File: src/rtl/lcd_write_queue.sv
`default_nettype none
// ============================================================================
//  Module   : lcd_write_queue
//  Purpose  : FIFO-buffered HD44780 write sequencer (setup/pulse/hold/wait).
//  Revision : 1.0
// ============================================================================
module lcd_write_queue #(
    parameter int DEPTH      = 4,
    parameter int SETUP_CYC  = 1,
    parameter int PULSE_CYC  = 2,
    parameter int HOLD_CYC   = 1,
    parameter int SHORT_WAIT = 40,
    parameter int LONG_WAIT  = 1600
) (
    input  logic                         clk,
    input  logic                         rst,
    input  logic                         in_valid,
    output logic                         in_ready,
    input  logic                         in_rs,
    input  logic [7:0]                   in_data,
    output logic                         busy,
    output logic [$clog2(DEPTH+1)-1:0]   count,
    output logic [7:0]                   lcd_data,
    output logic                         lcd_enable,
    output logic                         lcd_rw,
    output logic                         lcd_rs
);

    localparam int          c_AW    = $clog2(DEPTH);
    localparam int          c_CW    = $clog2(DEPTH + 1);
    localparam logic [15:0] c_SETUP = 16'(SETUP_CYC);
    localparam logic [15:0] c_PULSE = 16'(PULSE_CYC);
    localparam logic [15:0] c_HOLD  = 16'(HOLD_CYC);
    localparam logic [15:0] c_SHORT = 16'(SHORT_WAIT);
    localparam logic [15:0] c_LONG  = 16'(LONG_WAIT);

    typedef enum logic [2:0] {
        ST_IDLE  = 3'd0,
        ST_SETUP = 3'd1,
        ST_PULSE = 3'd2,
        ST_HOLD  = 3'd3,
        ST_WAIT  = 3'd4
    } state_t;

    // FIFO storage: bit 8 carries rs, bits 7:0 the byte
    logic [8:0]      r_mem [DEPTH];
    logic [c_AW-1:0] r_wr_ptr;
    logic [c_AW-1:0] r_rd_ptr;
    logic [c_CW-1:0] r_count;

    logic            w_full;
    logic            w_push;
    logic            w_pop;
    logic [8:0]      w_head;

    state_t          r_state,  w_state_nxt;
    logic [15:0]     r_cnt,    w_cnt_nxt;
    logic            r_en,     w_en_nxt;
    logic [7:0]      r_data,   w_data_nxt;
    logic            r_rs,     w_rs_nxt;
    logic            r_long,   w_long_nxt;
    logic            w_done;
    logic            w_head_long;

    assign w_full   = (r_count == c_CW'(DEPTH));
    assign in_ready = !w_full && !rst;
    assign w_push   = in_valid && in_ready;
    assign w_pop    = (r_state == ST_IDLE) && (r_count != '0);
    assign w_head   = r_mem[r_rd_ptr];

    always_ff @(posedge clk) begin
        if (w_push) begin
            r_mem[r_wr_ptr] <= {in_rs, in_data};
        end
    end

    always_ff @(posedge clk or posedge rst) begin
        if (rst) begin
            r_wr_ptr <= '0;
            r_rd_ptr <= '0;
            r_count  <= '0;
        end else begin
            if (w_push) begin
                r_wr_ptr <= r_wr_ptr + c_AW'(1);
            end
            if (w_pop) begin
                r_rd_ptr <= r_rd_ptr + c_AW'(1);
            end
            case ({w_push, w_pop})
                2'b10:   r_count <= r_count + c_CW'(1);
                2'b01:   r_count <= r_count - c_CW'(1);
                default: r_count <= r_count;
            endcase
        end
    end

    // Clear (0x01) and home (0x02/0x03) need the long post-write wait
    assign w_head_long = !w_head[8] &&
                         ((w_head[7:0] == 8'h01) || (w_head[7:0] == 8'h02) ||
                          (w_head[7:0] == 8'h03));
    assign w_done      = (r_cnt <= 16'd1);

    always_ff @(posedge clk or posedge rst) begin
        if (rst) begin
            r_state <= ST_IDLE;
            r_cnt   <= '0;
            r_en    <= 1'b0;
            r_data  <= '0;
            r_rs    <= 1'b0;
            r_long  <= 1'b0;
        end else begin
            r_state <= w_state_nxt;
            r_cnt   <= w_cnt_nxt;
            r_en    <= w_en_nxt;
            r_data  <= w_data_nxt;
            r_rs    <= w_rs_nxt;
            r_long  <= w_long_nxt;
        end
    end

    always_comb begin
        w_state_nxt = r_state;
        w_cnt_nxt   = r_cnt;
        w_en_nxt    = r_en;
        w_data_nxt  = r_data;
        w_rs_nxt    = r_rs;
        w_long_nxt  = r_long;
        case (r_state)
            ST_IDLE: begin
                w_en_nxt = 1'b0;
                if (w_pop) begin
                    w_data_nxt  = w_head[7:0];
                    w_rs_nxt    = w_head[8];
                    w_long_nxt  = w_head_long;
                    w_cnt_nxt   = c_SETUP;
                    w_state_nxt = ST_SETUP;
                end
            end
            ST_SETUP: begin
                w_en_nxt = 1'b0;
                if (w_done) begin
                    w_en_nxt    = 1'b1;
                    w_cnt_nxt   = c_PULSE;
                    w_state_nxt = ST_PULSE;
                end else begin
                    w_cnt_nxt = r_cnt - 16'd1;
                end
            end
            ST_PULSE: begin
                if (w_done) begin
                    w_en_nxt    = 1'b0;
                    w_cnt_nxt   = c_HOLD;
                    w_state_nxt = ST_HOLD;
                end else begin
                    w_cnt_nxt = r_cnt - 16'd1;
                end
            end
            ST_HOLD: begin
                w_en_nxt = 1'b0;
                if (w_done) begin
                    w_cnt_nxt   = r_long ? c_LONG : c_SHORT;
                    w_state_nxt = ST_WAIT;
                end else begin
                    w_cnt_nxt = r_cnt - 16'd1;
                end
            end
            ST_WAIT: begin
                w_en_nxt = 1'b0;
                if (w_done) begin
                    w_cnt_nxt   = '0;
                    w_state_nxt = ST_IDLE;
                end else begin
                    w_cnt_nxt = r_cnt - 16'd1;
                end
            end
            default: begin
                w_en_nxt    = 1'b0;
                w_cnt_nxt   = '0;
                w_state_nxt = ST_IDLE;
            end
        endcase
    end

    assign busy       = (r_state != ST_IDLE) || (r_count != '0);
    assign count      = r_count;
    assign lcd_data   = r_data;
    assign lcd_enable = r_en;
    assign lcd_rs     = r_rs;
    assign lcd_rw     = 1'b0;

endmodule
`default_nettype wire
File: config.mk
export PLATFORM = sky130hd
export DESIGN_NAME = lcd_write_queue
export DESIGN_NICKNAME = d
export VERILOG_FILES = /design/src/rtl/lcd_write_queue.sv
export SDC_FILE = /design/constraint.sdc
export NUM_CORES = 1
export LEC_CHECK = 0
export CAP_MARGIN = 20
export CORE_AREA = 2 2 64 126
export CTS_CLUSTER_DIAMETER = 30
export CTS_CLUSTER_SIZE = 30
export DETAILED_ROUTE_END_ITERATION = 7
export DIE_AREA = 0 0 66 128
export GPL_TIMING_DRIVEN = 0
export HOLD_SLACK_MARGIN = 0.06
export PLACE_DENSITY_LB_ADDON = 0.12
export SLEW_MARGIN = 20
export SYNTH_ARGS = -nofsm -noshare
export SYNTH_HDL_FRONTEND = slang
export SYNTH_SLANG_ARGS = --single-unit
File: constraint.sdc
create_clock -name clk -period 6.75 [get_ports clk]
set_input_delay 1.35 -clock clk [delete_from_list [all_inputs] [get_ports clk]]
set_output_delay 1.35 -clock clk [all_outputs]
set_load 0.01 [all_outputs]
==> metrics.md, run 1 <==
| Metric | Value |
|---|---|
| Status | `completed` |
| WL final | `6470 microns` |
| Critical path capture point type | `output port` |
| Unrepaired setup endpoints after global routing | `false` |
| Cell Rows | `45` |
| Yosys top cell area share | `0.329` |
| Power share of the sequential group | `0.336` |
| Main synth FF type | `dfrtp_1` |
| Worst Max-Slew Pin Slew | `0.680 ns` |
| FMAX | `243 MHz` |
| Type of origin of the critical path | `input port` |
| Nets | `296` |
| Setup_tns | `0 ns` |
| Clock root cell | `clkbuf_16` |
| Leakage | `1.55 nW` |
| Clock Path Buffers | `2` |
| Arr. time, crit path | `2.77 ns` |
| Crit-path max cell delay | `0.61 ns` |
| Slew Viols, Final | `0` |
| Worst hold stages | `1` |
| Reg2reg start | `r_state[1]$_DFFE_PP0P_` |
| Drt first pass iters | `4` |
| Antenna cells | `0` |
| Layout cells sized above 1 | `0.181` |
| Fillers | `around 670` |
| Most common cell in the netlist | `dfrtp_1` |
| Synth Area in XOR/XNOR | `0.0453` |
| Max Cap Viol | `0` |
| Final setup violation count | `0` |
| Post-route DRC | `0` |
| Clock power share | `0.239` |
| Post-synth top area cell | `edfxtp_1` |
| Core Area | `0.00754 sq mm` |
| Hold Path Sink | `r_cnt[5]$_DFFE_PP0P_` |
| DR WL/cell | `17.2 microns` |
| Worst Hold Launch | `r_long$_DFFE_PP0P_` |
| Grt total ovfl | `0` |
| Fin crit share | `0.610` |
| Die Span Y | `128 microns` |
| Post-CTS Setup Inserts | `0` |
| EDFF count, synth | `36` |
| CP Buf/Inv Count | `2` |
| Post-synthesis adder-cell area fraction | `0.0328` |
| Routability Congestion | `0.786` |
| Most frequent CP cell | `clkdlybuf4s50_1` |
| Multiplexer share of the synthesized area | `0.0960` |
| Clock H-tree levels | `3` |
| Worst Path Max Fanout | `6` |
| Largest family of logic cells by synthesized area | `simple AND/OR/NAND/NOR gates` |
| Port buffer count | `26` |
| Sequential-to-total area share from yosys stat | `0.611` |
| Starting density of the core | `0.435` |
| Minimum clock period after layout | `4.12 ns` |
| Layout Area Growth over Synthesis | `21.4%` |
| Chip Width | `66 microns` |
| I/O pins | `28` |
| Crit-path leading delay family | `buffers and inverters` |
| Worst reg2reg endpoint | `count[2]$_DFFE_PP0P_` |
| Combinational share of power | `0.425` |
| Yosys cell types | `between 50 and 60` |
| CTS tree | `yes` |
| Seq cells post-synth | `73` |
| Top cells by instance count after synthesis | `37 x dfrtp_1, 36 x edfxtp_1, 15 x nor2_1` |
| Internal power | `between 1 and 1.5 mW` |
| Final core utilization | `0.528` |
| Synth async-reset ratio | `0.507` |
| CP max-delay cell | `clkdlybuf4s50_1` |
| Synth Cell Area | `0.00328 sq mm` |
| Worst vdd ir | `0.255 mV` |
| R2r setup slk | `about 4 ns` |
| Clk slew on worst S/H paths | `~0.06 ns` |
| CTS resizes | `0` |
| Final hold viol count | `0` |
| Routed Antenna Nets | `0` |
| HPWL Detailed | `roughly 4700 microns` |
| R2R cell count | `10` |
| Worst setup margin | `2.63 ns` |
| Final Skew | `0.00685 ns` |
| First-pass GRT wire length | `10900 microns` |
| Power density cells | `roughly 500 mW/mm^2` |
| Setup WS pre-CTS | `2.62 ns` |
| Slew HR | `0.547` |
| Critical path class | `in2out` |
| Ys Warns | `0` |
| All-layer global routing usage | `0.179` |
| Post-Syn Instances | `238` |
| Simple-Gate Fraction of Synth Area | `0.130` |
| CTS Sinks | `73` |
| Num CTS Buffers | `9` |
| Worst min path class | `reg2reg` |
| Worst skew pair latency | `0.33 ns` |
| Mean post-synth cell area | `between 10 and 15 sq um` |
| Vias in the first global route | `2159` |
| Initial antenna violation count | `0` |
| Compound-Gate Fraction of Synth Area | `0.0594` |
| Net Sw Frac | `0.363` |
| Die area | `about 0.0084 sq mm` |
| Largest net degree at the start of global routing | `32` |
| Ranking of synthesized cells by area | `edfxtp_1 33%, dfrtp_1 28%, mux4_2 6.2%` |
| Data required, critical path | `5.40 ns` |
| Initial detailed-routing violation count | `98` |
| Via-to-Cell Ratio | `5.39` |
| CP Cell Sequence | `clkdlybuf4s50_1 > a31oi_1 > clkdlybuf4s50_1` |
| Cts hold-fix bufs | `0` |
| Syn Nets | `around 260` |
| P_sw | `725 uW` |
| Via count | `between 2000 and 2500` |
==> state kept, by name (all words and copies together), names as in the netlist <==
name and flops:
lcd_enable 1, count 3, r_wr_ptr 2, r_cnt 16, r_state 3, r_long 1
lcd_rs 1, r_rd_ptr 2, lcd_data 8, r_mem 36
==> power by group through the flow <==
stage                     sequential, mW  combinational [mW]  clock (mW)
after floorplan                    0.674               0.594           0
after global placement             0.675               0.846           0
after detailed placement           0.680               0.859           0
after CTS                          0.672               0.864       0.487
after global routing               0.683               0.948       0.505
final                              0.669               0.848       0.478
==> cell usage in the layout, fill, tap and decap left out, types with 2 or more instances in the layout <==
cell type / Yosys / routed
a21oi_1: 4 / 4
a22oi_1: 2 / 2
and2_1: 2 / 2
and3_1: 4 / 4
buf_2: 2 / 2
clkbuf_1: 5 / 5
clkbuf_16: 0 / 9
clkdlybuf4s50_1: 0 / 26
clkinvlp_4: 0 / 3
dfrtp_1: 37 / 37
edfxtp_1: 36 / 36
ha_1: 7 / 7
inv_1: 11 / 10
inv_6: 0 / 2
mux2_2: 10 / 10
mux4_2: 9 / 9
nand2_1: 11 / 11
nand3_1: 5 / 5
nand4_1: 3 / 3
nand4b_1: 2 / 2
nor2_1: 15 / 15
nor2_2: 2 / 2
nor3_1: 4 / 4
nor4_1: 7 / 7
nor4b_1: 2 / 2
o211ai_1: 2 / 2
o21ai_0: 7 / 7
o31ai_1: 2 / 2
o32ai_1: 2 / 2
or3_1: 5 / 5
xnor2_1: 6 / 6
xor2_1: 11 / 11
==> worst max-delay path by stage <==
stage | start | cells after the start | slack, ns | end
4_1_cts | rst | 3 | 2.62 | in_ready
3_5_place_dp | rst | 3 | 2.62 | in_ready
2_1_floorplan | rst | 1 | 3.71 | in_ready
3_3_place_gp | rst | 3 | 2.67 | in_ready
6_report | rst | 3 | 2.63 | in_ready
5_1_grt | rst | 3 | 2.55 | in_ready
==> per-layer routing <==
metal | wire, microns | share of wire | track usage | vias up
met5 | 0 | 0 | 0 | -
met1 | 2380 | 0.37 | 0.187 | 1015
met3 | 164 | 0.025 | 0.0351 | 14
li1 | - | - | - | 965
met4 | 194 | 0.030 | 0.106 | 0
met2 | 3730 | 0.58 | 0.320 | 27
==> layout make-up <==
type	instances	area, sq um	share of cell area
clock buffer	9	225	0.0565
buffer	9	40.0	0.0100
sequential	73	2010	0.503
multi-input combinational	145	1200	0.300
timing repair buffer	27	280	0.0703
tap	94	118	0.0295
clock inverter	7	78.8	0.0198
inverter	11	41.3	0.0104
==> cells by family (layout without fill, tap and decap cells) <==
kind of cell               after synthesis  in the layout
muxes                                   19             19
buffers and inverters                   20             63
DFF                                     73             73
AOI/OAI and AO/OA                       28             28
and+or+nand+nor                         72             72
xor gates and xnor gates                17             17
other                                    1              1
adders and majority gates                8              8
==> stage by stage <==
| step | hold WS [ns] | cell area [sq um] | std cells | total power [mW] |
|---|---|---|---|---|
| 6_report | 0.500 | 3990 | 375 | 2.00 |
| 5_1_grt | 0.518 | 3990 | 375 | 2.14 |
| 4_1_cts | 0.504 | 3990 | 375 | 2.02 |
| 3_5_place_dp | 0.496 | 3680 | 359 | 1.54 |
| 3_3_place_gp | 0.490 | 3660 | 358 | 1.52 |
| 2_1_floorplan | 0.469 | 3280 | 238 | 1.27 |
No activity file was read; power rests on OpenSTA's default activity.
==> inputs of run 2 (changes only) <==
Clock period 6.75 ns to 3.4 ns, I/O delays scaled along.
==> results of run 2 <==
The final DEF is identical to that of run 1. Status: completed.
Main changes from that run: setup slack after placement 2.62 ns -> 0.589 ns; setup slack after layout 2.63 ns -> 0.445 ns; start point of the critical path rst -> count[1]$_DFFE_PP0P_; end point of the critical path in_ready -> busy; register-to-register setup slack 3.96 ns -> 0.61 ns; total power 2.00 mW -> 3.96 mW; worst IR drop on VDD 0.255 mV -> 0.507 mV
==> inputs of run 3 (changes only) <==
Settings changed: CORE_AREA 2 2 64 126 to 2 2 99 82, DIE_AREA 0 0 66 128 to 0 0 101 84.
==> run 3 against run 2 <==
  * Clock power is 31% lower
  * Total power down 7.7%
  * Critical endpoint unchanged
  * Die area grew 0.43%
  * Largest power group unchanged
  * Non-clock buffer count unchanged
  * Sequential cell count did not move
  * Largest cell class unchanged
  * Worst setup slack worse by 0.013 ns
  * Via count decreased by 1.4%
  * Cell count fell by 0.27%
  * Fmax shrank 0.44%
  * Final area shrank 3.0%
  * Clock skew rose by 0.0028 ns
==> metrics.md, run 3 (synthesis results as in run 1) <==
| Metric | Value |
|---|---|
| Type of origin of the critical path | `flip-flop (unchanged)` |
| Layout cells sized above 1 | `0.178 (was 0.181)` |
| All-layer global routing usage | `0.168 (was 0.179)` |
| Clock H-tree levels | `3 (unchanged)` |
| Worst Path Max Fanout | `10 (was 7)` |
| Biggest register | `r_mem (unchanged)` |
| Reg2reg start | `r_state[1]$_DFFE_PP0P_ (unchanged)` |
| Chip Width | `101 microns (was 66 microns)` |
| Max Cap Viol | `0 (unchanged)` |
| Clock root cell | `clkbuf_8 (was clkbuf_16)` |
| Worst skew pair latency | `0.34 ns (was 0.33 ns)` |
| FMAX | `337 MHz (was 338 MHz)` |
| Die area | `0.00848 sq mm (was 0.00845 sq mm)` |
| Grt total ovfl | `0 (unchanged)` |
| R2r setup slk | `0.59 ns (was 0.61 ns)` |
| Unrepaired setup endpoints after global routing | `false (unchanged)` |
| Crit path to | `busy (unchanged)` |
| Worst min path class | `reg2reg (unchanged)` |
| Worst vdd ir | `0.475 mV (was 0.507 mV)` |
| Num CTS Buffers | `9 (unchanged)` |
| CP startpoint | `r_state[1]$_DFFE_PP0P_ (was count[1]$_DFFE_PP0P_)` |
| DR WL/cell | `16.5 microns (was 17.2 microns)` |
| Initial antenna violation count | `0 (unchanged)` |
| Worst Max-Slew Pin Slew | `0.650 ns (was 0.680 ns)` |
| Via count | `1992 (was 2021)` |
| Drt first pass iters | `4 (unchanged)` |
| I/O pins | `28 (unchanged)` |
| Final Power | `3.66 mW (was 3.96 mW)` |
| Initial detailed-routing violation count | `91 (was 98)` |
| Leakage | `1.50 nW (was 1.55 nW)` |
| Core Area | `0.00762 sq mm (was 0.00754 sq mm)` |
| Clock Path Buffers | `2 (unchanged)` |
| Critical path capture point type | `output port (unchanged)` |
| Routed Antenna Nets | `0 (unchanged)` |
| Post-route DRC | `0 (unchanged)` |
| CTS resizes | `0 (unchanged)` |
| Cell Rows | `29 (was 45)` |
| Worst hold slack | `0.510 ns (was 0.500 ns)` |
| Final Skew | `0.00961 ns (was 0.00685 ns)` |
| Worst reg2reg endpoint | `count[2]$_DFFE_PP0P_ (unchanged)` |
| CTS Sinks | `73 (unchanged)` |
| Minimum clock period after layout | `2.97 ns (was 2.96 ns)` |
| Vias in the first global route | `2084 (was 2159)` |
| CTS tree | `yes (unchanged)` |
| Nets | `296 (unchanged)` |
| Post-DP Area | `0.00368 sq mm (about the same)` |
| Fin crit share | `0.873 (was 0.869)` |
| Data required, critical path | `2.72 ns (about the same)` |
| HPWL Detailed | `4290 microns (was 4690 microns)` |
| Via-to-Cell Ratio | `5.33 (was 5.39)` |
| Starting density of the core | `0.431 (was 0.435)` |
| Max reg flops | `36 (unchanged)` |
| Final hold viol count | `0 (unchanged)` |
| Final Cell Area | `0.00387 sq mm (was 0.00399 sq mm)` |
| Antenna cells | `0 (unchanged)` |
| Arr. time, crit path | `2.29 ns (was 2.28 ns)` |
| Most frequent cells in the layout | `37 x dfrtp_1, 36 x edfxtp_1, 26 x clkdlybuf4s50_1 (unchanged)` |
| Final setup violation count | `0 (unchanged)` |
| Layout Area Growth over Synthesis | `17.8% (was 21.4%)` |
| Largest net degree at the start of global routing | `30 (was 32)` |
| Routability Congestion | `0.818 (was 0.786)` |
| Slew HR | `0.567 (was 0.547)` |
| Slew Viols, Final | `0 (unchanged)` |
| Setup_tns | `0 ns (unchanged)` |
| Die Span Y | `84 microns (was 128 microns)` |
| Power density cells | `945 mW/mm^2 (was 994 mW/mm^2)` |
| Commonest non-fill, non-tap cell in the layout | `dfrtp_1 (unchanged)` |
| Status | `completed (unchanged)` |
| Port buffer count | `26 (unchanged)` |
| WL final | `6180 microns (was 6470 microns)` |
| First-pass GRT wire length | `10800 microns (was 10900 microns)` |
| Clk slew on worst S/H paths | `0.08 ns (was 0.06 ns)` |
| Cts hold-fix bufs | `0 (unchanged)` |
| R2R cell count | `10 (unchanged)` |
| Post-CTS Setup Inserts | `0 (unchanged)` |
| Critical path class | `reg2out (unchanged)` |
-- run 3: worst min-delay path by stage --
stage	endpoint	from	cells past startpoint	slack [ns]
finish	r_cnt[5]$_DFFE_PP0P_	r_long$_DFFE_PP0P_	1	0.51
global route	r_cnt[5]$_DFFE_PP0P_	r_long$_DFFE_PP0P_	1	0.53
CTS	r_cnt[5]$_DFFE_PP0P_	r_long$_DFFE_PP0P_	1	0.50
detailed placement	lcd_data[6]$_DFFE_PP0P_	lcd_data[6]$_DFFE_PP0P_	1	0.50
global placement	lcd_data[7]$_DFFE_PP0P_	lcd_data[7]$_DFFE_PP0P_	1	0.49
floorplan	r_cnt[3]$_DFFE_PP0P_	r_long$_DFFE_PP0P_	1	0.47
-- run 3: routing by layer --
layer	GRT usage	vias up	wire length, microns
met3	0.0486	8	279
met4	0.0479	0	82
met5	0	-	0
li1	-	962	-
met1	0.253	983	3130
met2	0.239	39	2690
-- run 3: per-stage QoR --
stage          worst slack [ns]  std cells  utilization
2_1_floorplan             0.978        238            -
3_3_place_gp              0.536        357        0.480
3_5_place_dp              0.537        358        0.483
4_1_cts                   0.430        374        0.508
5_1_grt                   0.214        374        0.508
6_report                  0.432        374        0.508
-- run 3: final cells by class --
cell class	count	area [sq um]
plain buffers	9	40.0
clock buffers	10	128
clock inverters	6	60.1
fillers	675	3750
inverters	11	41.3
multi-input cells	145	1200
flip-flops and latches	73	2010
well taps	93	116
repair buffers	27	280
-- run 3: worst max-delay path, stage by stage, from the launching register on --
cell             delay (ns)
dfrtp_1                0.36
clkbuf_1               0.20
nor3_1                 0.39
and2_1                 0.30
inv_1                  0.19
clkdlybuf4s50_1        0.52
-- run 3: where the power goes --
part           leakage, nW  total [mW]  internal (mW)  switching (mW)
Clock               0.0920       0.659          0.335           0.324
Sequential           0.795        1.32           1.17           0.151
Combinational        0.616        1.68          0.778           0.900
